===== src/rtl/mixpix_readout_seq.sv =====
// mixpix_readout_seq
// Readout sequencer for the mixed-signal pixel macro. Walks the enabled
// photodiodes one at a time through reset, integrate, hold and compare
// phases, measures the integration cycle at which the comparator first
// trips, and presents one result word per channel on a valid/ready port.
// All macro controls are registered so the pins never glitch; the next
// register value is decoded from the next FSM state.
module mixpix_readout_seq #(
    parameter int NUM_PD = 12,
    parameter int CNT_W  = 16,
    parameter int T_RST  = 8,
    parameter int T_SH   = 4,
    parameter int T_CMP  = 4
) (
    input  logic              clk,
    input  logic              rst_n,
    input  logic              start,
    input  logic              cont,
    input  logic [CNT_W-1:0]  int_time,
    input  logic [NUM_PD-1:0] ch_mask,
    input  logic              cmp_in,
    output logic              sh_rst,
    output logic              sh,
    output logic              sh_cmp,
    output logic              sw1,
    output logic              sw2,
    output logic [NUM_PD-1:0] pd_a,
    output logic [NUM_PD-1:0] pd_b,
    output logic              res_valid,
    input  logic              res_ready,
    output logic [CNT_W-1:0]  res_count,
    output logic [3:0]        res_ch,
    output logic [1:0]        res_flag,
    output logic              busy,
    output logic              frame_done
);

    // Pointer is one bit wider than a channel index so it can reach NUM_PD,
    // which marks the end of the frame.
    localparam int PTR_W = 5;

    localparam logic [CNT_W-1:0]  CNT_ZERO = {CNT_W{1'b0}};
    localparam logic [CNT_W-1:0]  CNT_ONE  = {{(CNT_W-1){1'b0}}, 1'b1};
    localparam logic [CNT_W-1:0]  CNT_ONES = {CNT_W{1'b1}};
    localparam logic [NUM_PD-1:0] PD_ZERO  = {NUM_PD{1'b0}};
    localparam logic [PTR_W-1:0]  PTR_ZERO = {PTR_W{1'b0}};
    localparam logic [PTR_W-1:0]  PTR_ONE  = {{(PTR_W-1){1'b0}}, 1'b1};
    localparam logic [PTR_W-1:0]  PTR_END  = PTR_W'(NUM_PD);

    typedef enum logic [3:0] {
        IDLE = 4'd0,
        SEL  = 4'd1,
        RST  = 4'd2,
        G1   = 4'd3,
        INT  = 4'd4,
        G2   = 4'd5,
        HOLD = 4'd6,
        G3   = 4'd7,
        CMP  = 4'd8,
        OUT  = 4'd9
    } state_t;

    // One-hot photodiode select for a channel index; indices past the
    // array decode to all-zero so no diode can be selected by accident.
    function automatic logic [NUM_PD-1:0] pd_decode(input logic [PTR_W-1:0] idx);
        pd_decode = NUM_PD'(1'b1) << idx;
    endfunction

    // True on the last cycle of a fixed-length phase.
    function automatic logic phase_end(input logic [CNT_W-1:0] cnt, input int len);
        phase_end = (cnt == CNT_W'(len - 32'sd1));
    endfunction

    state_t             state_r, state_nxt_s;
    logic [PTR_W-1:0]   ptr_r, ptr_nxt_s;
    logic [CNT_W-1:0]   cnt_r, cnt_nxt_s;
    logic [CNT_W-1:0]   len_r, len_nxt_s;
    logic [NUM_PD-1:0]  mask_r, mask_nxt_s;
    logic [CNT_W-1:0]   lat_r, lat_nxt_s;
    logic               crossed_r, crossed_nxt_s;
    logic               final_r, final_nxt_s;
    logic               busy_r, busy_nxt_s;
    logic               done_nxt_s;
    logic [NUM_PD-1:0]  sel_bits_s;

    logic               cmp_meta_r, cmp_sync_r, cmp_s;

    logic               sh_rst_r, sh_r, sh_cmp_r, sw1_r, sw2_r;
    logic [NUM_PD-1:0]  pd_a_r, pd_b_r;
    logic               res_valid_r, done_r;
    logic [CNT_W-1:0]   res_count_r;
    logic [3:0]         res_ch_r;
    logic [1:0]         res_flag_r;

    logic               sh_rst_nxt_s, sh_nxt_s, sh_cmp_nxt_s, sw1_nxt_s, sw2_nxt_s;
    logic [NUM_PD-1:0]  pd_a_nxt_s, pd_b_nxt_s;
    logic               res_valid_nxt_s;
    logic [CNT_W-1:0]   res_count_nxt_s;
    logic [3:0]         res_ch_nxt_s;
    logic [1:0]         res_flag_nxt_s;

    assign cmp_s      = cmp_sync_r;
    assign sel_bits_s = mask_r >> ptr_r;

    // Two-flop synchronizer for the asynchronous comparator output.
    always_ff @(posedge clk or negedge rst_n) begin
        if (!rst_n) begin
            cmp_meta_r <= 1'b0;
            cmp_sync_r <= 1'b0;
        end else begin
            cmp_meta_r <= cmp_in;
            cmp_sync_r <= cmp_meta_r;
        end
    end

    // FSM state and per-channel datapath registers.
    always_ff @(posedge clk or negedge rst_n) begin
        if (!rst_n) begin
            state_r   <= IDLE;
            ptr_r     <= PTR_ZERO;
            cnt_r     <= CNT_ZERO;
            len_r     <= CNT_ONE;
            mask_r    <= PD_ZERO;
            lat_r     <= CNT_ZERO;
            crossed_r <= 1'b0;
            final_r   <= 1'b0;
            busy_r    <= 1'b0;
        end else begin
            state_r   <= state_nxt_s;
            ptr_r     <= ptr_nxt_s;
            cnt_r     <= cnt_nxt_s;
            len_r     <= len_nxt_s;
            mask_r    <= mask_nxt_s;
            lat_r     <= lat_nxt_s;
            crossed_r <= crossed_nxt_s;
            final_r   <= final_nxt_s;
            busy_r    <= busy_nxt_s;
        end
    end

    // Next-state and datapath decode; every phase restarts the phase counter.
    always_comb begin
        state_nxt_s   = state_r;
        ptr_nxt_s     = ptr_r;
        cnt_nxt_s     = cnt_r;
        len_nxt_s     = len_r;
        mask_nxt_s    = mask_r;
        lat_nxt_s     = lat_r;
        crossed_nxt_s = crossed_r;
        final_nxt_s   = final_r;
        busy_nxt_s    = busy_r;
        done_nxt_s    = 1'b0;
        case (state_r)
            IDLE: begin
                if (start) begin
                    state_nxt_s = SEL;
                    ptr_nxt_s   = PTR_ZERO;
                    mask_nxt_s  = ch_mask;
                    busy_nxt_s  = 1'b1;
                end else begin
                    busy_nxt_s  = 1'b0;
                end
            end
            SEL: begin
                if (ptr_r >= PTR_END) begin
                    // End of frame: either rescan from channel 0 or stop.
                    done_nxt_s = 1'b1;
                    ptr_nxt_s  = PTR_ZERO;
                    if (cont) begin
                        state_nxt_s = SEL;
                        mask_nxt_s  = ch_mask;
                    end else begin
                        state_nxt_s = IDLE;
                        busy_nxt_s  = 1'b0;
                    end
                end else if (sel_bits_s[0]) begin
                    state_nxt_s   = RST;
                    cnt_nxt_s     = CNT_ZERO;
                    lat_nxt_s     = CNT_ZERO;
                    crossed_nxt_s = 1'b0;
                    final_nxt_s   = 1'b0;
                end else begin
                    ptr_nxt_s = ptr_r + PTR_ONE;
                end
            end
            RST: begin
                if (phase_end(cnt_r, T_RST)) begin
                    state_nxt_s = G1;
                    cnt_nxt_s   = CNT_ZERO;
                end else begin
                    cnt_nxt_s   = cnt_r + CNT_ONE;
                end
            end
            G1: begin
                state_nxt_s = INT;
                cnt_nxt_s   = CNT_ZERO;
                len_nxt_s   = (int_time == CNT_ZERO) ? CNT_ONE : int_time;
            end
            INT: begin
                // Only the first trip is recorded; INT always runs to length.
                if (!crossed_r && cmp_s) begin
                    crossed_nxt_s = 1'b1;
                    lat_nxt_s     = cnt_r;
                end else begin
                    crossed_nxt_s = crossed_r;
                    lat_nxt_s     = lat_r;
                end
                if (cnt_r == (len_r - CNT_ONE)) begin
                    state_nxt_s = G2;
                    cnt_nxt_s   = CNT_ZERO;
                end else begin
                    cnt_nxt_s   = cnt_r + CNT_ONE;
                end
            end
            G2: begin
                state_nxt_s = HOLD;
                cnt_nxt_s   = CNT_ZERO;
            end
            HOLD: begin
                if (phase_end(cnt_r, T_SH)) begin
                    state_nxt_s = G3;
                    cnt_nxt_s   = CNT_ZERO;
                end else begin
                    cnt_nxt_s   = cnt_r + CNT_ONE;
                end
            end
            G3: begin
                state_nxt_s = CMP;
                cnt_nxt_s   = CNT_ZERO;
            end
            CMP: begin
                if (phase_end(cnt_r, T_CMP)) begin
                    state_nxt_s = OUT;
                    cnt_nxt_s   = CNT_ZERO;
                    final_nxt_s = cmp_s;
                end else begin
                    cnt_nxt_s   = cnt_r + CNT_ONE;
                end
            end
            OUT: begin
                if (res_ready) begin
                    state_nxt_s = SEL;
                    ptr_nxt_s   = ptr_r + PTR_ONE;
                    mask_nxt_s  = ch_mask;
                end else begin
                    state_nxt_s = OUT;
                end
            end
            default: begin
                state_nxt_s = IDLE;
                ptr_nxt_s   = PTR_ZERO;
                busy_nxt_s  = 1'b0;
            end
        endcase
    end

    // Output decode from the next state so the registered pins line up with the state.
    always_comb begin
        sh_rst_nxt_s    = 1'b0;
        sh_nxt_s        = 1'b0;
        sh_cmp_nxt_s    = 1'b0;
        sw1_nxt_s       = 1'b0;
        sw2_nxt_s       = 1'b0;
        pd_a_nxt_s      = PD_ZERO;
        pd_b_nxt_s      = PD_ZERO;
        res_valid_nxt_s = 1'b0;
        res_count_nxt_s = CNT_ZERO;
        res_ch_nxt_s    = 4'd0;
        res_flag_nxt_s  = 2'b00;
        case (state_nxt_s)
            RST: begin
                sh_rst_nxt_s = 1'b1;
                pd_b_nxt_s   = pd_decode(ptr_nxt_s);
            end
            INT: begin
                sw1_nxt_s  = 1'b1;
                pd_a_nxt_s = pd_decode(ptr_nxt_s);
            end
            HOLD: begin
                sh_nxt_s   = 1'b1;
                pd_a_nxt_s = pd_decode(ptr_nxt_s);
            end
            CMP: begin
                sh_cmp_nxt_s = 1'b1;
                sw2_nxt_s    = 1'b1;
            end
            OUT: begin
                res_valid_nxt_s = 1'b1;
                res_count_nxt_s = crossed_nxt_s ? lat_nxt_s : CNT_ONES;
                res_ch_nxt_s    = ptr_nxt_s[3:0];
                res_flag_nxt_s  = {final_nxt_s, crossed_nxt_s};
            end
            default: begin
                sh_rst_nxt_s = 1'b0;
            end
        endcase
    end

    // Output registers; asynchronous reset drops every pin at once.
    always_ff @(posedge clk or negedge rst_n) begin
        if (!rst_n) begin
            sh_rst_r    <= 1'b0;
            sh_r        <= 1'b0;
            sh_cmp_r    <= 1'b0;
            sw1_r       <= 1'b0;
            sw2_r       <= 1'b0;
            pd_a_r      <= PD_ZERO;
            pd_b_r      <= PD_ZERO;
            res_valid_r <= 1'b0;
            res_count_r <= CNT_ZERO;
            res_ch_r    <= 4'd0;
            res_flag_r  <= 2'b00;
            done_r      <= 1'b0;
        end else begin
            sh_rst_r    <= sh_rst_nxt_s;
            sh_r        <= sh_nxt_s;
            sh_cmp_r    <= sh_cmp_nxt_s;
            sw1_r       <= sw1_nxt_s;
            sw2_r       <= sw2_nxt_s;
            pd_a_r      <= pd_a_nxt_s;
            pd_b_r      <= pd_b_nxt_s;
            res_valid_r <= res_valid_nxt_s;
            res_count_r <= res_count_nxt_s;
            res_ch_r    <= res_ch_nxt_s;
            res_flag_r  <= res_flag_nxt_s;
            done_r      <= done_nxt_s;
        end
    end

    assign sh_rst     = sh_rst_r;
    assign sh         = sh_r;
    assign sh_cmp     = sh_cmp_r;
    assign sw1        = sw1_r;
    assign sw2        = sw2_r;
    assign pd_a       = pd_a_r;
    assign pd_b       = pd_b_r;
    assign res_valid  = res_valid_r;
    assign res_count  = res_count_r;
    assign res_ch     = res_ch_r;
    assign res_flag   = res_flag_r;
    assign busy       = busy_r;
    assign frame_done = done_r;

endmodule

===== config.mk =====
export PLATFORM = sky130hd
export DESIGN_NAME = mixpix_readout_seq
export DESIGN_NICKNAME = d
export VERILOG_FILES = /design/src/rtl/mixpix_readout_seq.sv
export SDC_FILE = /design/constraint.sdc
export NUM_CORES = 1
export LEC_CHECK = 0
export CAP_MARGIN = 20
export CORE_MARGIN = 5
export CORE_UTILIZATION = 37
export CTS_CLUSTER_DIAMETER = 30
export DETAILED_ROUTE_END_ITERATION = 12
export HOLD_SLACK_MARGIN = 0.1
export PLACE_DENSITY = 0.58
export SYNTH_ARGS = -nofsm -noshare
export SYNTH_HDL_FRONTEND = slang
export SYNTH_SLANG_ARGS = --single-unit

===== constraint.sdc =====
create_clock -name clk -period 2.7 [get_ports clk]
set_input_delay 0.405 -clock clk [delete_from_list [all_inputs] [get_ports clk]]
set_output_delay 0.405 -clock clk [all_outputs]
set_load 0.05 [all_outputs]

# [Yosys cells after proc, flatten, opt, wreduce, memory -nomap -nowiden]
# Index checks and enable logic that the tools add are counted.
[classes] add_sub_neg=3 order_cmp=1 eq_ne=24 shifts=2 mux=56 bitwise=1 n_reduce_logical=14
[op_table] operator="$mux W16" count=11
[op_table] operator="$pmux W16 S5" count=1
[op_table] operator="$mux W12" count=6
[op_table] operator="$pmux W4 S10" count=1
[op_table] operator="$mux W4" count=9
[op_table] operator="$pmux W12 S3" count=1
[op_table] operator="$pmux W16 S2" count=1
[op_table] operator="$eq A4 B3 Y1 const B" count=6
[op_table] operator="$mux W5" count=4
[op_table] operator="$pmux W5 S4" count=1
[op_table] operator="$mux W1" count=17
[op_table] operator="$add A16 B1 Y16 const B" count=1
[op_table] operator="$eq A16 B16 Y1" count=1
[op_table] operator="$eq A16 B2 Y1 const B" count=1
[op_table] operator="$eq A16 B3 Y1 const B" count=1
[op_table] operator="$eq A4 B4 Y1 const B" count=4
[op_table] operator="$logic_not A16 Y1" count=1
[op_table] operator="$sub A16 B1 Y16 const B" count=1
[op_table] operator="$ne A2 B2 Y1 const B" count=7
[op_table] operator="$eq A4 B2 Y1 const B" count=3
[op_table] operator="$shl A1 B5 Y12 const A" count=1
[op_table] operator="$shr A12 B5 Y1" count=1
[op_table] operator="$reduce_or A8 Y1" count=1
[op_table] operator="$reduce_or A7 Y1" count=1
[op_table] operator="16 further kinds" count=19
[word_totals] reg_bits=126

# [Depth between registers and ports, before layout]
[depth] word_depth=7 ltp_mapped=11

# [Worst setup path after synthesis]
# OpenSTA, ideal clock, no wires.
[synth_path] path_type="register to register" startpoint="reg len_r[1]" endpoint="reg cnt_r[0]" setup_ns=0.139 t_arrival_ns=2.548 slack_ns=0.013 path_stages_with_launch=12 path_buffers=2 path_cell_list="dfrtp_1 > inv_1 > ha_1 > or4b_4 > or3_1 > a21oi_1 > o22ai_1 > or3_1 > buf_6 > o21ai_4 > buf_6 > mux2i_1"
[synth_via] elab_chain_len=4
[synth_rtl] element="start: declaration" line_no="77" rtl="logic [CNT_W-1:0] len_r, len_nxt_s;"
[synth_rtl] element="start signal: assignment" line_no="132" rtl="len_r <= len_nxt_s;"
[synth_rtl] element="$sub A16 B1 Y16" line_no="208" rtl="if (cnt_r == (len_r - CNT_ONE)) begin"
[synth_rtl] element="$eq A16 B16 Y1" line_no="208"
[synth_rtl] element="$mux W16" line_no="208"
[synth_rtl] element="$pmux W16 S5" line_no="153" rtl="case (state_r)"
[synth_rtl] element="end signal: assignment" line_no="131" rtl="cnt_r <= cnt_nxt_s;"
[synth_rtl] element="end: declaration" line_no="76" rtl="logic [CNT_W-1:0] cnt_r, cnt_nxt_s;"
# No other way between the ends.
# A chain may end at the register's enable or synchronous reset.

# [Worst setup path in the final report]
[layout_path] startpoint="reg len_r[1]" endpoint="reg sw1_r (netlist: sw1)"
[layout_via] elab_chain_len=6
[layout_rtl] element="$sub A16 B1 Y16" line_no="208"
[layout_rtl] element="$eq A16 B16 Y1" line_no="208"
[layout_rtl] element="$mux W4" line_no="208"
[layout_rtl] element="$pmux W4 S10" line_no="153"
[layout_rtl] element="$eq A4 B3 Y1" line_no="270" rtl="case (state_nxt_s)"
[layout_rtl] element="$mux W1" line_no="270"
[layout_rtl] element="net sw1_nxt_s" line_no="95" rtl="logic sh_rst_nxt_s, sh_nxt_s, sh_cmp_nxt_s, sw1_nxt_s, sw2_nxt_s;"
[layout_rtl] element="end signal: assignment" line_no="318" rtl="sw1_r <= sw1_nxt_s;"
[layout_rtl] element="end: declaration" line_no="88" rtl="logic sh_rst_r, sh_r, sh_cmp_r, sw1_r, sw2_r;"
# The timed path passes the listed nets, and every way through them passes these cells.

==> flow_summary.ini <==
[place]
gp_congestion = 0.875
placed_cells = 928
port_buffers = 87
hpwl_um = 12200

[timing]
post-route-min-period_ns = 2.70
clock_skew_ns = 0.0114
fin_crit_sh_pct = 99.9
timing_worst_slew_pin_value_ns = 0.668
fmax_mhz = 371
hold_viol = 0
rsz0062_at_grt = true
fin_setup_tns_ns = 0
setup_viol = 0
slew_violations = 0
maxSlewHeadroom_pct = 55.4

[routing]
viasPerCell = 5.15
vias = 4959
wirelength_um = 16300
ant_nets = 0
first_pass_iters = 5
drt_iter0_markers = 252
drc_errors = 0
wl_per_cell_um = 16.9

[grt]
grt_pass1_vias = 5224
grt_max_degree = 49
track_usage_pct = 17.3
grt_pass1_wl_um = 26900
antenna_found_initial = 0
grt_overflow_total = 0

[synthesis]
syn-num-nets = 631
synth.area.top_cells = dfrtp_1 50%, mux2_2 4.5%, nand2_1 3.8%
muxShareOfSynthArea_pct = 6.40
synth_top_family_by_area = simple AND/OR/NAND/NOR gates
synth_compound_area_share_pct = 12.9
synthFlopType = dfrtp_1
synth_commonest_cells = 125 x dfrtp_1, 62 x nand2_1, 32 x nor2_1, 30 x o21ai_0, 28 x clkbuf_1
synth_xor_area_share_pct = 3.76
synth_top_area_cell = dfrtp_1
synth_cells = 593
yosys.cell_count.top_type = dfrtp_1
synthAdderAreaFrac_pct = 0.808
async_reset_ff_share_pct = 100
synth_edf_count = 0
syn_avg_cell_area_um2 = 10.4
synth-simple-area-share_pct = 21.0
yosys_warnings = 0
synth_area_um2 = 6200
yosysTopAreaCellShare_pct = 50.5
ys_ff_latch = 126
synth-seq-area-share_pct = 50.9
ys_types = 74

[critical_path]
reg2regPathDepth = 10
arrival_ns = 2.98
critical_path_class = reg -> reg
r2r_end = sw1$_DFF_PN0_
required_ns = 2.99
r2r_slack_ns = 0.002
cp-startpoint = len_r[1]$_DFFE_PN0P_
critPathLaunchType = flip-flop
worstSetupEndpoint = sw1$_DFF_PN0_
end_kind = flip-flop
crit_fanout = 12
rr_startpoint = len_r[1]$_DFFE_PN0P_

[finish]
n_antenna_cell = 0
drive_above_1_share_pct = 25.0
nNetsFinal = 768
multiInputGateArea_um2 = 2900
syn2layout_area_growth_pct = 37.2
utilization_pct = 51.4
stdcell_count = 963
register_area_um2 = 3160
fillers = 1465

[floorplan]
initial_core_util_pct = 37.5
die_w_um = 139
core_um2 = 16500
boundaryPins = 88
die_area_um2 = 19400
rows = 47
die_y_um = 139

[run]
maxCapViolCount = 0

[pwr]
powerDensity_nw_per_um2 = 1030
peakVddDrop_uv = 525
leakagePower_nw = 3.65

[worst_hold_path]
holdCritPathClass = reg -> reg

[clock_network]
cts_sinks = 126
clk_pin_slew_ns = 0.06
cts.path.max_buffers = 2
cts_max_level = 4
cts_tree = yes
clk_latency_ns = 0.42
cts-root-buf = clkbuf_16
numCtsBuffers = 17

[outcome]
outcome = completed
## routing by layer
metal | vias to the layer above | global-route usage [%] | wire length, µm
met4 | 0 | 5.82 | 221
li1 | 2391 | - | -
met2 | 78 | 30.9 | 8720
met3 | 14 | 4.49 | 545
met5 | - | 0 | 0
met1 | 2476 | 20.0 | 6820
## report_power, final
| part | total [mW] | leakage [nW] | internal, mW | switching [mW] |
|---|---|---|---|---|
| combinational | 3.73 | 1.66 | 1.69 | 2.05 |
| sequential | 2.54 | 1.68 | 2.27 | 0.271 |
| clock | 2.44 | 0.310 | 1.56 | 0.884 |
| total | 8.72 | 3.65 | 5.52 | 3.20 |
## cell type report
| class | count | share of cell area (%) |
|---|---|---|
| clock inverters | 15 | 2.47 |
| flip-flops and latches | 126 | 37.1 |
| well taps | 220 | 3.24 |
| inverters | 13 | 0.574 |
| multi-input cells | 411 | 34.1 |
| repair buffers | 161 | 17.5 |
| clock buffers | 17 | 5.01 |
## cells in the final DEF (no fill, tap or decap), types with 5 or more instances in the layout
| cell | count |
|---|---|
| nand4_1 | 5 |
| dfrtp_1 | 124 |
| nand3_1 | 12 |
| mux2i_1 | 7 |
| or2_2 | 9 |
| clkbuf_16 | 17 |
| xor2_1 | 11 |
| nor2b_1 | 13 |
| o22ai_1 | 7 |
| nor3_1 | 18 |
| and3_1 | 9 |
| nor4b_1 | 5 |
| inv_1 | 12 |
| nand2b_1 | 7 |
| and2_1 | 7 |
| a21oi_1 | 9 |
| a21oi_2 | 6 |
| clkdlybuf4s50_1 | 86 |
| xnor2_1 | 12 |
| nor4_1 | 13 |
| o21ai_0 | 29 |
| nor2_1 | 32 |
| or3_1 | 5 |
| o21a_1 | 19 |
| buf_4 | 67 |
| mux2_2 | 25 |
| nand2_1 | 62 |
| nor3b_1 | 5 |
## worst min-delay path by stage
stage                                   to  cells after the start                 start
after floorplan           busy$_DFFE_PN0P_                      0                 rst_n
after global placement     cmp_s$_DFF_PN0_                      0  cmp_meta_r$_DFF_PN0_
after detailed placement   cmp_s$_DFF_PN0_                      0  cmp_meta_r$_DFF_PN0_
after CTS                  cmp_s$_DFF_PN0_                      0  cmp_meta_r$_DFF_PN0_
after global routing       cmp_s$_DFF_PN0_                      0  cmp_meta_r$_DFF_PN0_
final                      cmp_s$_DFF_PN0_                      0  cmp_meta_r$_DFF_PN0_
## timing repair
action / in CTS / in global routing
endpoints found under the hold margin: 44 / 0
resized for setup: 9 / 19
hold buffers: 1 / 0
endpoints found under the setup margin: 30 / 37
setup buffers: 1 / 1
pin swaps: 7 / 11
## through the flow
step | area, µm² | setup slack, ns | hold WS [ns] | total power, mW
after floorplan | 6200 | 0.0132 | 0.109 | 4.77
after global placement | 7720 | -0.116 | 0.336 | 6.00
after detailed placement | 7720 | -0.188 | 0.336 | 6.09
after CTS | 8410 | -0.000795 | 0.349 | 8.65
after global routing | 8500 | -0.0895 | 0.353 | 9.23
final | 8500 | 0.00205 | 0.351 | 8.72
## flip-flops by register name, indices dropped and copies added (netlist names)
| name | cells |
|---|---|
| cnt_r | 16 |
| lat_r | 16 |
| len_r | 16 |
| res_count | 16 |
| mask_r | 12 |
| pd_a | 12 |
| pd_b | 12 |
| ptr_r | 5 |
| res_ch | 4 |
| state_r | 4 |
| res_flag | 2 |
| busy | 1 |
| cmp_meta_r | 1 |
| cmp_s | 1 |
| crossed_r | 1 |
| final_r | 1 |
| frame_done | 1 |
| res_valid | 1 |
| sh | 1 |
| sh_rst | 1 |
| sw1 | 1 |
| sw2 | 1 |
## critical path, cell delays in order, from the launching register on
cell,delay [ns]
dfrtp_1,0.39
inv_2,0.08
ha_4,0.13
or4b_4,0.48
or3_4,0.38
a21oi_2,0.15
o22ai_2,0.10
or3_1,0.39
o211ai_2,0.26
buf_12,0.18
nor2_1,0.05
## kinds of logic (layout without fill, tap and decap cells)
family	after synthesis	in the layout
flip-flops	126	126
adder cells (fa/ha/maj)	4	4
multiplexers	34	34
AND/OR/NAND/NOR	232	232
XOR/XNOR	25	25
buffers and inverters	56	206
AO/OA/AOI/OAI	116	116
Power figures use the tool's default switching activity.
